[src/rtl/mult_seq_pkg.sv]
// Shared types and constants for the sequential shift-add multiplier.
package mult_seq_pkg;

  typedef enum logic [1:0] {
    StIdle = 2'd0,
    StCalc = 2'd1,
    StFix  = 2'd2,
    StDone = 2'd3
  } state_e;

  // Width of the iteration counter: must hold values 0..nbits.
  function automatic int unsigned cnt_width(input int unsigned nbits);
    return $clog2(nbits + 1);
  endfunction

endpackage

[src/rtl/mult_seq_if.sv]
// Request/response handshake bundle for mult_seq.
interface mult_seq_if #(
  parameter int unsigned p_nbits = 32
);
  logic               req_val;
  logic               req_rdy;
  logic               req_signed;
  logic [p_nbits-1:0] req_a;
  logic [p_nbits-1:0] req_b;
  logic               kill;
  logic               resp_val;
  logic               resp_rdy;
  logic [p_nbits-1:0] resp_hi;
  logic [p_nbits-1:0] resp_lo;
  logic               busy;

  modport master (
    output req_val, req_signed, req_a, req_b, kill, resp_rdy,
    input  req_rdy, resp_val, resp_hi, resp_lo, busy
  );

  modport slave (
    input  req_val, req_signed, req_a, req_b, kill, resp_rdy,
    output req_rdy, resp_val, resp_hi, resp_lo, busy
  );
endinterface

[src/rtl/mult_seq_adder.sv]
// Plain ripple-style adder with carry in/out, shared by the multiplier datapath.
module mult_seq_adder #(
  parameter int unsigned p_nbits = 32
) (
  input  logic [p_nbits-1:0] in0,
  input  logic [p_nbits-1:0] in1,
  input  logic               cin,
  output logic [p_nbits-1:0] sum,
  output logic               cout
);
  always_comb begin
    {cout, sum} = {1'b0, in0} + {1'b0, in1} + {{p_nbits{1'b0}}, cin};
  end
endmodule

[src/rtl/mult_seq.sv]
// Iterative shift-add multiplier (MULT/MULTU): magnitudes are multiplied unsigned,
// then the 2N-bit product is negated in FIX when the operand signs differ.
module mult_seq
  import mult_seq_pkg::*;
#(
  parameter int unsigned p_nbits = 32
) (
  input logic     clk,
  input logic     rst_n,
  mult_seq_if.slave bus
);
  localparam int unsigned CntW = cnt_width(p_nbits);

  state_e               state_q, state_d;
  logic [p_nbits-1:0]   a_q, a_d;
  logic [p_nbits-1:0]   hi_q, hi_d;
  logic [p_nbits-1:0]   lo_q, lo_d;
  logic [CntW-1:0]      cnt_q, cnt_d;
  logic                 neg_q, neg_d;

  logic                 accept;
  logic [p_nbits-1:0]   add_in1;
  logic [p_nbits-1:0]   add_sum;
  logic                 add_cout;
  logic [p_nbits-1:0]   a_mag, b_mag;
  logic [2*p_nbits-1:0] prod;

  assign accept = (state_q == StIdle) && bus.req_val && !bus.kill;

  mult_seq_adder #(
    .p_nbits(p_nbits)
  ) u_adder (
    .in0  (hi_q),
    .in1  (add_in1),
    .cin  (1'b0),
    .sum  (add_sum),
    .cout (add_cout)
  );

  // State register
  always_ff @(posedge clk or negedge rst_n) begin
    if (!rst_n) state_q <= StIdle;
    else        state_q <= state_d;
  end

  // Next-state logic
  always_comb begin
    state_d = state_q;
    unique case (state_q)
      StIdle: if (accept) state_d = StCalc;
      StCalc: begin
        if (bus.kill)                  state_d = StIdle;
        else if (cnt_q == CntW'(1))    state_d = StFix;
      end
      StFix:  state_d = bus.kill ? StIdle : StDone;
      StDone: if (bus.kill || bus.resp_rdy) state_d = StIdle;
      default: state_d = StIdle;
    endcase
  end

  // Outputs
  always_comb begin
    bus.req_rdy  = (state_q == StIdle);
    bus.busy     = (state_q != StIdle);
    bus.resp_val = (state_q == StDone);
    bus.resp_hi  = hi_q;
    bus.resp_lo  = lo_q;
    add_in1      = lo_q[0] ? a_q : '0;
  end

  // Datapath next-state
  always_comb begin
    a_d   = a_q;
    hi_d  = hi_q;
    lo_d  = lo_q;
    cnt_d = cnt_q;
    neg_d = neg_q;
    // Negating as p_nbits-bit values maps the most negative input onto its
    // unsigned magnitude without overflow.
    a_mag = (bus.req_signed && bus.req_a[p_nbits-1]) ? -bus.req_a : bus.req_a;
    b_mag = (bus.req_signed && bus.req_b[p_nbits-1]) ? -bus.req_b : bus.req_b;
    prod  = {hi_q, lo_q};
    case (state_q)
      StIdle: begin
        if (accept) begin
          a_d   = a_mag;
          lo_d  = b_mag;
          hi_d  = '0;
          cnt_d = CntW'(p_nbits);
          neg_d = bus.req_signed & (bus.req_a[p_nbits-1] ^ bus.req_b[p_nbits-1]);
        end
      end
      StCalc: begin
        {hi_d, lo_d} = {add_cout, add_sum, lo_q[p_nbits-1:1]};
        cnt_d        = cnt_q - CntW'(1);
      end
      StFix: begin
        if (neg_q) {hi_d, lo_d} = -prod;
      end
      default: ;
    endcase
  end

  always_ff @(posedge clk or negedge rst_n) begin
    if (!rst_n) begin
      a_q   <= '0;
      hi_q  <= '0;
      lo_q  <= '0;
      cnt_q <= '0;
      neg_q <= 1'b0;
    end else begin
      a_q   <= a_d;
      hi_q  <= hi_d;
      lo_q  <= lo_d;
      cnt_q <= cnt_d;
      neg_q <= neg_d;
    end
  end

endmodule

[src/flat_wrapper.sv]
// flat-port wrapper written by rule: the top's interface ports become plain ports
module mult_seq_flat import mult_seq_pkg::*;
#(
  parameter int unsigned p_nbits = 32
)
  (clk, rst_n, bus_req_val, bus_req_signed, bus_req_a, bus_req_b, bus_kill, bus_resp_rdy, bus_req_rdy, bus_resp_val, bus_resp_hi, bus_resp_lo, bus_busy);
  mult_seq_if #(.p_nbits(p_nbits)) bus_i ();
  input logic clk;
  input logic rst_n;
  input wire logic [$bits(bus_i.req_val)-1:0] bus_req_val;
  input wire logic [$bits(bus_i.req_signed)-1:0] bus_req_signed;
  input wire logic [$bits(bus_i.req_a)-1:0] bus_req_a;
  input wire logic [$bits(bus_i.req_b)-1:0] bus_req_b;
  input wire logic [$bits(bus_i.kill)-1:0] bus_kill;
  input wire logic [$bits(bus_i.resp_rdy)-1:0] bus_resp_rdy;
  output wire logic [$bits(bus_i.req_rdy)-1:0] bus_req_rdy;
  output wire logic [$bits(bus_i.resp_val)-1:0] bus_resp_val;
  output wire logic [$bits(bus_i.resp_hi)-1:0] bus_resp_hi;
  output wire logic [$bits(bus_i.resp_lo)-1:0] bus_resp_lo;
  output wire logic [$bits(bus_i.busy)-1:0] bus_busy;
  assign bus_i.req_val = bus_req_val;
  assign bus_i.req_signed = bus_req_signed;
  assign bus_i.req_a = bus_req_a;
  assign bus_i.req_b = bus_req_b;
  assign bus_i.kill = bus_kill;
  assign bus_i.resp_rdy = bus_resp_rdy;
  assign bus_req_rdy = bus_i.req_rdy;
  assign bus_resp_val = bus_i.resp_val;
  assign bus_resp_hi = bus_i.resp_hi;
  assign bus_resp_lo = bus_i.resp_lo;
  assign bus_busy = bus_i.busy;
  mult_seq #(.p_nbits(p_nbits)) u_core (.clk(clk), .rst_n(rst_n), .bus(bus_i));
endmodule
[config.mk]
export PLATFORM = sky130hd
export DESIGN_NAME = mult_seq_flat
export DESIGN_NICKNAME = d
export VERILOG_FILES = /design/src/rtl/mult_seq_pkg.sv /design/src/rtl/mult_seq_if.sv /design/src/rtl/mult_seq_adder.sv /design/src/rtl/mult_seq.sv /design/src/flat_wrapper.sv
export SDC_FILE = /design/constraint.sdc
export NUM_CORES = 1
export LEC_CHECK = 0
export CAP_MARGIN = 25
export CELL_PAD_IN_SITES_DETAIL_PLACEMENT = 0
export CELL_PAD_IN_SITES_GLOBAL_PLACEMENT = 2
export CORE_MARGIN = 2
export CORE_UTILIZATION = 35
export DETAILED_ROUTE_END_ITERATION = 8
export HOLD_SLACK_MARGIN = 0.12
export PLACE_DENSITY_LB_ADDON = 0.1
export SLEW_MARGIN = 20
export SYNTH_ARGS = -nofsm -noshare
export SYNTH_HDL_FRONTEND = slang
export SYNTH_HIERARCHICAL = 1
export SYNTH_SLANG_ARGS = --single-unit
[constraint.sdc]
create_clock -name clk -period 5.8 [get_ports clk]
set_input_delay 1.16 -clock clk [delete_from_list [all_inputs] [get_ports clk]]
set_output_delay 1.16 -clock clk [all_outputs]
set_load 0.02 [all_outputs]
* Word-level counts from Yosys, hierarchy flattened
Cells that the tools add are included.
** Word-level totals
- Logic and storage cells :: 52
- Input port bits :: 70
- Output and inout port bits :: 67
- Flip-flop bits (word level) :: 105
** Operators by class
- Reductions and logical operators :: 14
- Equality and inequality tests :: 8
- $add $sub $neg :: 5
- Bitwise operators :: 2
- Mux-type cells :: 17
** Operators with widths (number)
- $mux W32 :: 7
- $pmux W32 S3 :: 2
- $neg A32 Y32 :: 2
- $neg A64 Y64 :: 1
- $add A32 B32 Y33 :: 1
- $pmux W6 S2 :: 1
- $mux W2 :: 5
- $pmux W2 S4 :: 1
- $eq A6 B1 Y1 const B :: 1
- $mux W6 :: 1
- $ne A2 B1 Y1 const B :: 3
- $reduce_and A3 Y1 :: 2
- $sub A6 B1 Y6 const B :: 1
- $eq A2 B2 Y1 const B :: 2
- $logic_and A1 B1 Y1 :: 4
- $reduce_and A2 Y1 :: 2
- $reduce_bool A2 Y1 :: 2
- $ne A3 B2 Y1 const B :: 1
- $reduce_bool A3 Y1 :: 1
- $eq A2 B1 Y1 const B :: 1
- $logic_not A2 Y1 :: 1
- $and A1 B1 Y1 :: 1
- $logic_not A1 Y1 :: 1
- $logic_or A1 B1 Y1 :: 1
- $xor A1 B1 Y1 :: 1

* Longest topological paths before layout
- Depth in word-level cells :: 5
- Mapped depth :: 15
- Gate-level depth less buffers :: 14

* Cells and area by module
Netlist, hierarchy kept.
** By module, submodules not included
- mult_seq :: seq. area each 2627.5 um^2, cells an instance 999, instances 1, area each 7895.1 um^2
- mult_seq_adder :: seq. area each 0.0 um^2, cells an instance 259, instances 1, area each 1854.3 um^2

* Least setup slack after synthesis
No wires, ideal clock.
- Path kind :: register to register
- Start point :: register u_core.lo_q[0] (netlist: u_core/bus.resp_lo[0])
- End point :: register u_core.hi_q[31] (netlist: u_core/bus.resp_hi[31])
- Clock period less this slack :: 3.294 ns
- Required time :: 5.666 ns
- Stages on the path, launching flop included :: 15
- Arrival time :: 3.161 ns
- Setup time :: 0.134 ns
- Path slack :: 2.506 ns
- Cells stage by stage :: dfrtp_1 -> and2_1 -> fa_1 -> fa_1 -> a21oi_1 -> o32ai_1 -> o211ai_2 -> a21o_1 -> o21ai_2 -> a21o_1 -> a211o_1 -> nand3_1 -> nand2_1 -> a41oi_1 -> o31ai_1
** On the way
- Word-level cells in the longest chain between the ends :: 3
- Elaborated cells on any way between the ends :: 5
- Classes of those cells :: add/sub (2); mux (3)
** RTL lines
- start: declaration :: RTL line mult_seq.sv:17 : logic [p_nbits-1:0] lo_q, lo_d;
- start signal: assignment :: RTL line mult_seq.sv:114 : lo_q <= lo_d;
- $mux W32 :: RTL line mult_seq.sv:68 : add_in1 = lo_q[0] ? a_q : '0;
- net u_core.add_in1[0] :: RTL line mult_seq.sv:22 : logic [p_nbits-1:0] add_in1;
- $add A32 B32 Y33 :: RTL line mult_seq_adder.sv:12 : {cout, sum} = {1'b0, in0} + {1'b0, in1} + {{p_nbits{1'b0}}, cin};
- net u_core.add_cout :: RTL line mult_seq.sv:24 : logic add_cout;
- $pmux W32 S3 :: RTL line mult_seq.sv:83 : case (state_q)
- end signal: assignment :: RTL line mult_seq.sv:113 : hi_q <= hi_d;
- end: declaration :: RTL line mult_seq.sv:16 : logic [p_nbits-1:0] hi_q, hi_d;
The timed path passes the listed nets, and every way through them passes these cells. The select of a mux whose other input is x is not followed.
A chain may end at the register's enable or synchronous reset.

* Final worst setup path
Same ends and word-level chain as after synthesis.

==> results.py <==
metrics = {
    "outcome": {
        "status": "finished clean",
    },
    "cts": {
        "cts_buffer_depth": 2,
        "hold_buffers": 0,
        "post_cts_buffers": 0,
        "clock_latency_ns": 0.37,
        "numCtsBuffers": 9,
        "h-tree-depth": 3,
        "worst_setup_hold_path_clk_slew_ns": 0.08,
        "numClockSinks": 105,
        "cts_resized": 0,
        "clk_root_buffer_cell": "clkbuf_16",
        "cts_tree": "built",
    },
    "synth": {
        "synth_top_area_share_pct": 27.0,
        "async_reset_ff_share_pct": 100,
        "synth_area_leader_cell": "dfrtp_1",
        "yosys_warnings": 6,
        "ys_ff_latch": 105,
        "synth.avg_cell_area_um2": 7.75,
        "netlist_area_mm2": 0.00975,
        "ys_seq_area_share_pct": 27.0,
        "synthCells": 1258,
        "synth_cell_types": 91,
        "synth_edf_count": 0,
        "synthesis.nets": 1371,
        "synthTopCellsByArea": "dfrtp_1 27%, o21ai_0 5.5%, ha_1 5.3%",
        "synthFlopType": "dfrtp_1",
    },
    "placement": {
        "gp_congestion": 0.926,
        "dp_hpwl_um": 25500,
        "placed_area_mm2": 0.0114,
        "portBuffers": 136,
    },
    "detailed_routing": {
        "num_vias": 9949,
        "via_per_inst": 5.74,
        "remaining_drc_errors": 0,
        "wl_um": 34600,
        "drtPass1Iterations": 5,
        "first_iter_violations": 811,
        "wl_per_cell_um": 20.0,
        "drtAntennaViolNets": 0,
    },
    "final_layout": {
        "final_cell_area_mm2": 0.0117,
        "post_route_cells_drive_above_1_share_pct": 5.39,
        "antenna_cells": 0,
        "fin_util_pct": 42.3,
        "fin_nets": 1462,
        "fill_cells": 2913,
        "syn_to_final_growth_pct": 19.9,
    },
    "timing": {
        "fmax_mhz": 266,
        "post-route-min-period_ns": 3.76,
        "relSlewSlack_pct": 26.5,
        "setup_viol": 0,
        "tightest_slew_ns": 1.10,
        "setup_tns_ns": 0,
        "fin_crit_sh_pct": 64.8,
        "skew_ns": 0.0125,
        "hold_viol": 0,
        "drv_slew": 0,
        "grt_setup_unrepaired": "false",
    },
    "floorplanning": {
        "fp.dieH_um": 171,
        "start_util_pct": 35.3,
        "core.rowCount": 61,
        "fp.dieArea_mm2": 0.0292,
        "die_w_um": 171,
        "core_mm2": 0.0276,
        "ios": 137,
    },
    "power_and_ir_drop": {
        "power_leakage_uw": 0.00469,
        "powerDensity_mw_per_mm2": 541,
        "ir_worst_vdd_mv": 0.324,
    },
    "grt": {
        "grt_pass1_vias": 9186,
        "antenna_found_initial": 0,
        "grt_usage_pct": 23.8,
        "grt_max_degree": 71,
        "grt_pass1_wl_um": 54000,
        "grt.overflow.total": 0,
    },
    "setup_path": {
        "arrival_ns": 4.00,
        "startpoint_type": "register",
        "worst-path-max-fanout": 8,
        "worst-setup-path-type": "register to register",
        "end_kind": "register",
        "worstPathRequired_ns": 6.04,
    },
    "min_path": {
        "hold_path.class": "register to register",
    },
    "flow_run": {
        "maxCapViolCount": 0,
    },
}
==> worst max-delay path, stage by stage (launching register included) <==
cell      delay [ns]
dfrtp_1         0.49
and2_1          0.21
fa_1            0.45
fa_1            0.42
a21oi_1         0.23
o32ai_1         0.16
o211ai_2        0.39
a21o_1          0.30
o21ai_2         0.13
a21o_1          0.22
a211o_1         0.27
nand3_1         0.07
nand2_1         0.05
a41oi_1         0.16
o31ai_1         0.09
==> power by group <==
group,total [uW],internal [uW],switching [uW]
sequential,1620,1090,534
combinational,4060,1560,2500
clock,638,309,328
==> through the flow <==
stage | hold WS, ns | setup slack [ns] | power, uW | cells
6_report | 0.480 | 2.04 | 6320 | 1732
2_1_floorplan | 0.442 | 2.51 | 4210 | 1258
3_5_place_dp | 0.467 | 1.91 | 5670 | 1716
3_3_place_gp | 0.463 | 1.95 | 5660 | 1716
5_1_grt | 0.505 | 1.69 | 6850 | 1732
4_1_cts | 0.487 | 2.09 | 6330 | 1732
==> cell type report <==
type                       instances  area, um^2  area share [%]
sequential                       105        2630            22.5
timing repair buffer             151        1470            12.6
tap                              378         473            4.05
clock inverter                     6        46.3           0.396
clock buffer                      10         239            2.05
multi-input combinational       1046        6690            57.3
inverter                          36         135            1.16
==> synthesized netlist by cell type, drive strengths merged, types with 30 or more instances <==
master and count:
and2 38, nor4 30, o21ai 117, a21oi 92
ha 41, nor2 95, nand2 139, nor3 54
inv 35, clkbuf 57, dfrtp 105, xor2 45
xnor2 48, nand3 38
==> flip-flops by register name, indices dropped and copies added, names as in the netlist <==
name                flops
u_core/cnt_q            6
u_core/bus.resp_lo     32
u_core/state_q          2
u_core/neg_q            1
u_core/bus.resp_hi     32
u_core/a_q             32
==> routing by layer <==
| metal | part of all wire (%) | GRT usage, % | vias up |
|---|---|---|---|
| met5 | 0 | 0 | - |
| met4 | 1.0 | 5.05 | 0 |
| met3 | 4.4 | 2.80 | 19 |
| met2 | 45 | 36.6 | 260 |
| met1 | 50 | 35.6 | 4828 |
| li1 | - | - | 4842 |
==> final timing paths <==
kind	start	endpoint	slack (ns)	depth (start not counted)
worst max-delay path	u_core/bus.resp_lo[0]$_DFFE_PN0P_	u_core/bus.resp_hi[31]$_DFFE_PN0P_	2.04	14
worst min-delay path	u_core/a_q[22]$_DFFE_PN0P_	u_core/a_q[22]$_DFFE_PN0P_	0.48	2
worst min register to register	u_core/a_q[22]$_DFFE_PN0P_	u_core/a_q[22]$_DFFE_PN0P_	0.48	2
min in group asynchronous	rst_n	u_core/bus.resp_hi[20]$_DFFE_PN0P_	0.85	1
max in group asynchronous	rst_n	u_core/bus.resp_lo[8]$_DFFE_PN0P_	3.67	2
worst max register to register	u_core/bus.resp_lo[0]$_DFFE_PN0P_	u_core/bus.resp_hi[31]$_DFFE_PN0P_	2.04	14
==> placed cells by master (no fill, tap or decap), types with 24 or more instances in the layout <==
| cell | synthesis | final |
|---|---|---|
| ha_1 | 41 | 40 |
| xor2_1 | 45 | 45 |
| a21oi_1 | 92 | 92 |
| nor2_1 | 95 | 95 |
| nor4_1 | 24 | 24 |
| nor3_1 | 50 | 50 |
| inv_1 | 35 | 35 |
| xnor2_1 | 48 | 48 |
| nand2_1 | 135 | 134 |
| dfrtp_1 | 105 | 105 |
| o21ai_0 | 107 | 107 |
| clkdlybuf4s50_1 | 0 | 135 |
| nand3_1 | 37 | 37 |
| and2_1 | 36 | 36 |
==> cells by family (layout without fill, tap and decap cells) <==
| kind of cell | after synthesis | in the layout | synth area share, % |
|---|---|---|---|
| multiplexers | 9 | 9 | 0.924 |
| AO/OA/AOI/OAI | 386 | 386 | 25.7 |
| adder cells (fa/ha/maj) | 43 | 43 | 5.67 |
| AND/OR/NAND/NOR | 514 | 514 | 27.9 |
| flip-flops | 105 | 105 | 27.0 |
| other | 1 | 1 | 0.0385 |
| XOR/XNOR | 93 | 93 | 8.35 |
| buffers and inverters | 107 | 203 | 4.45 |
Power figures use the tool's default switching activity.
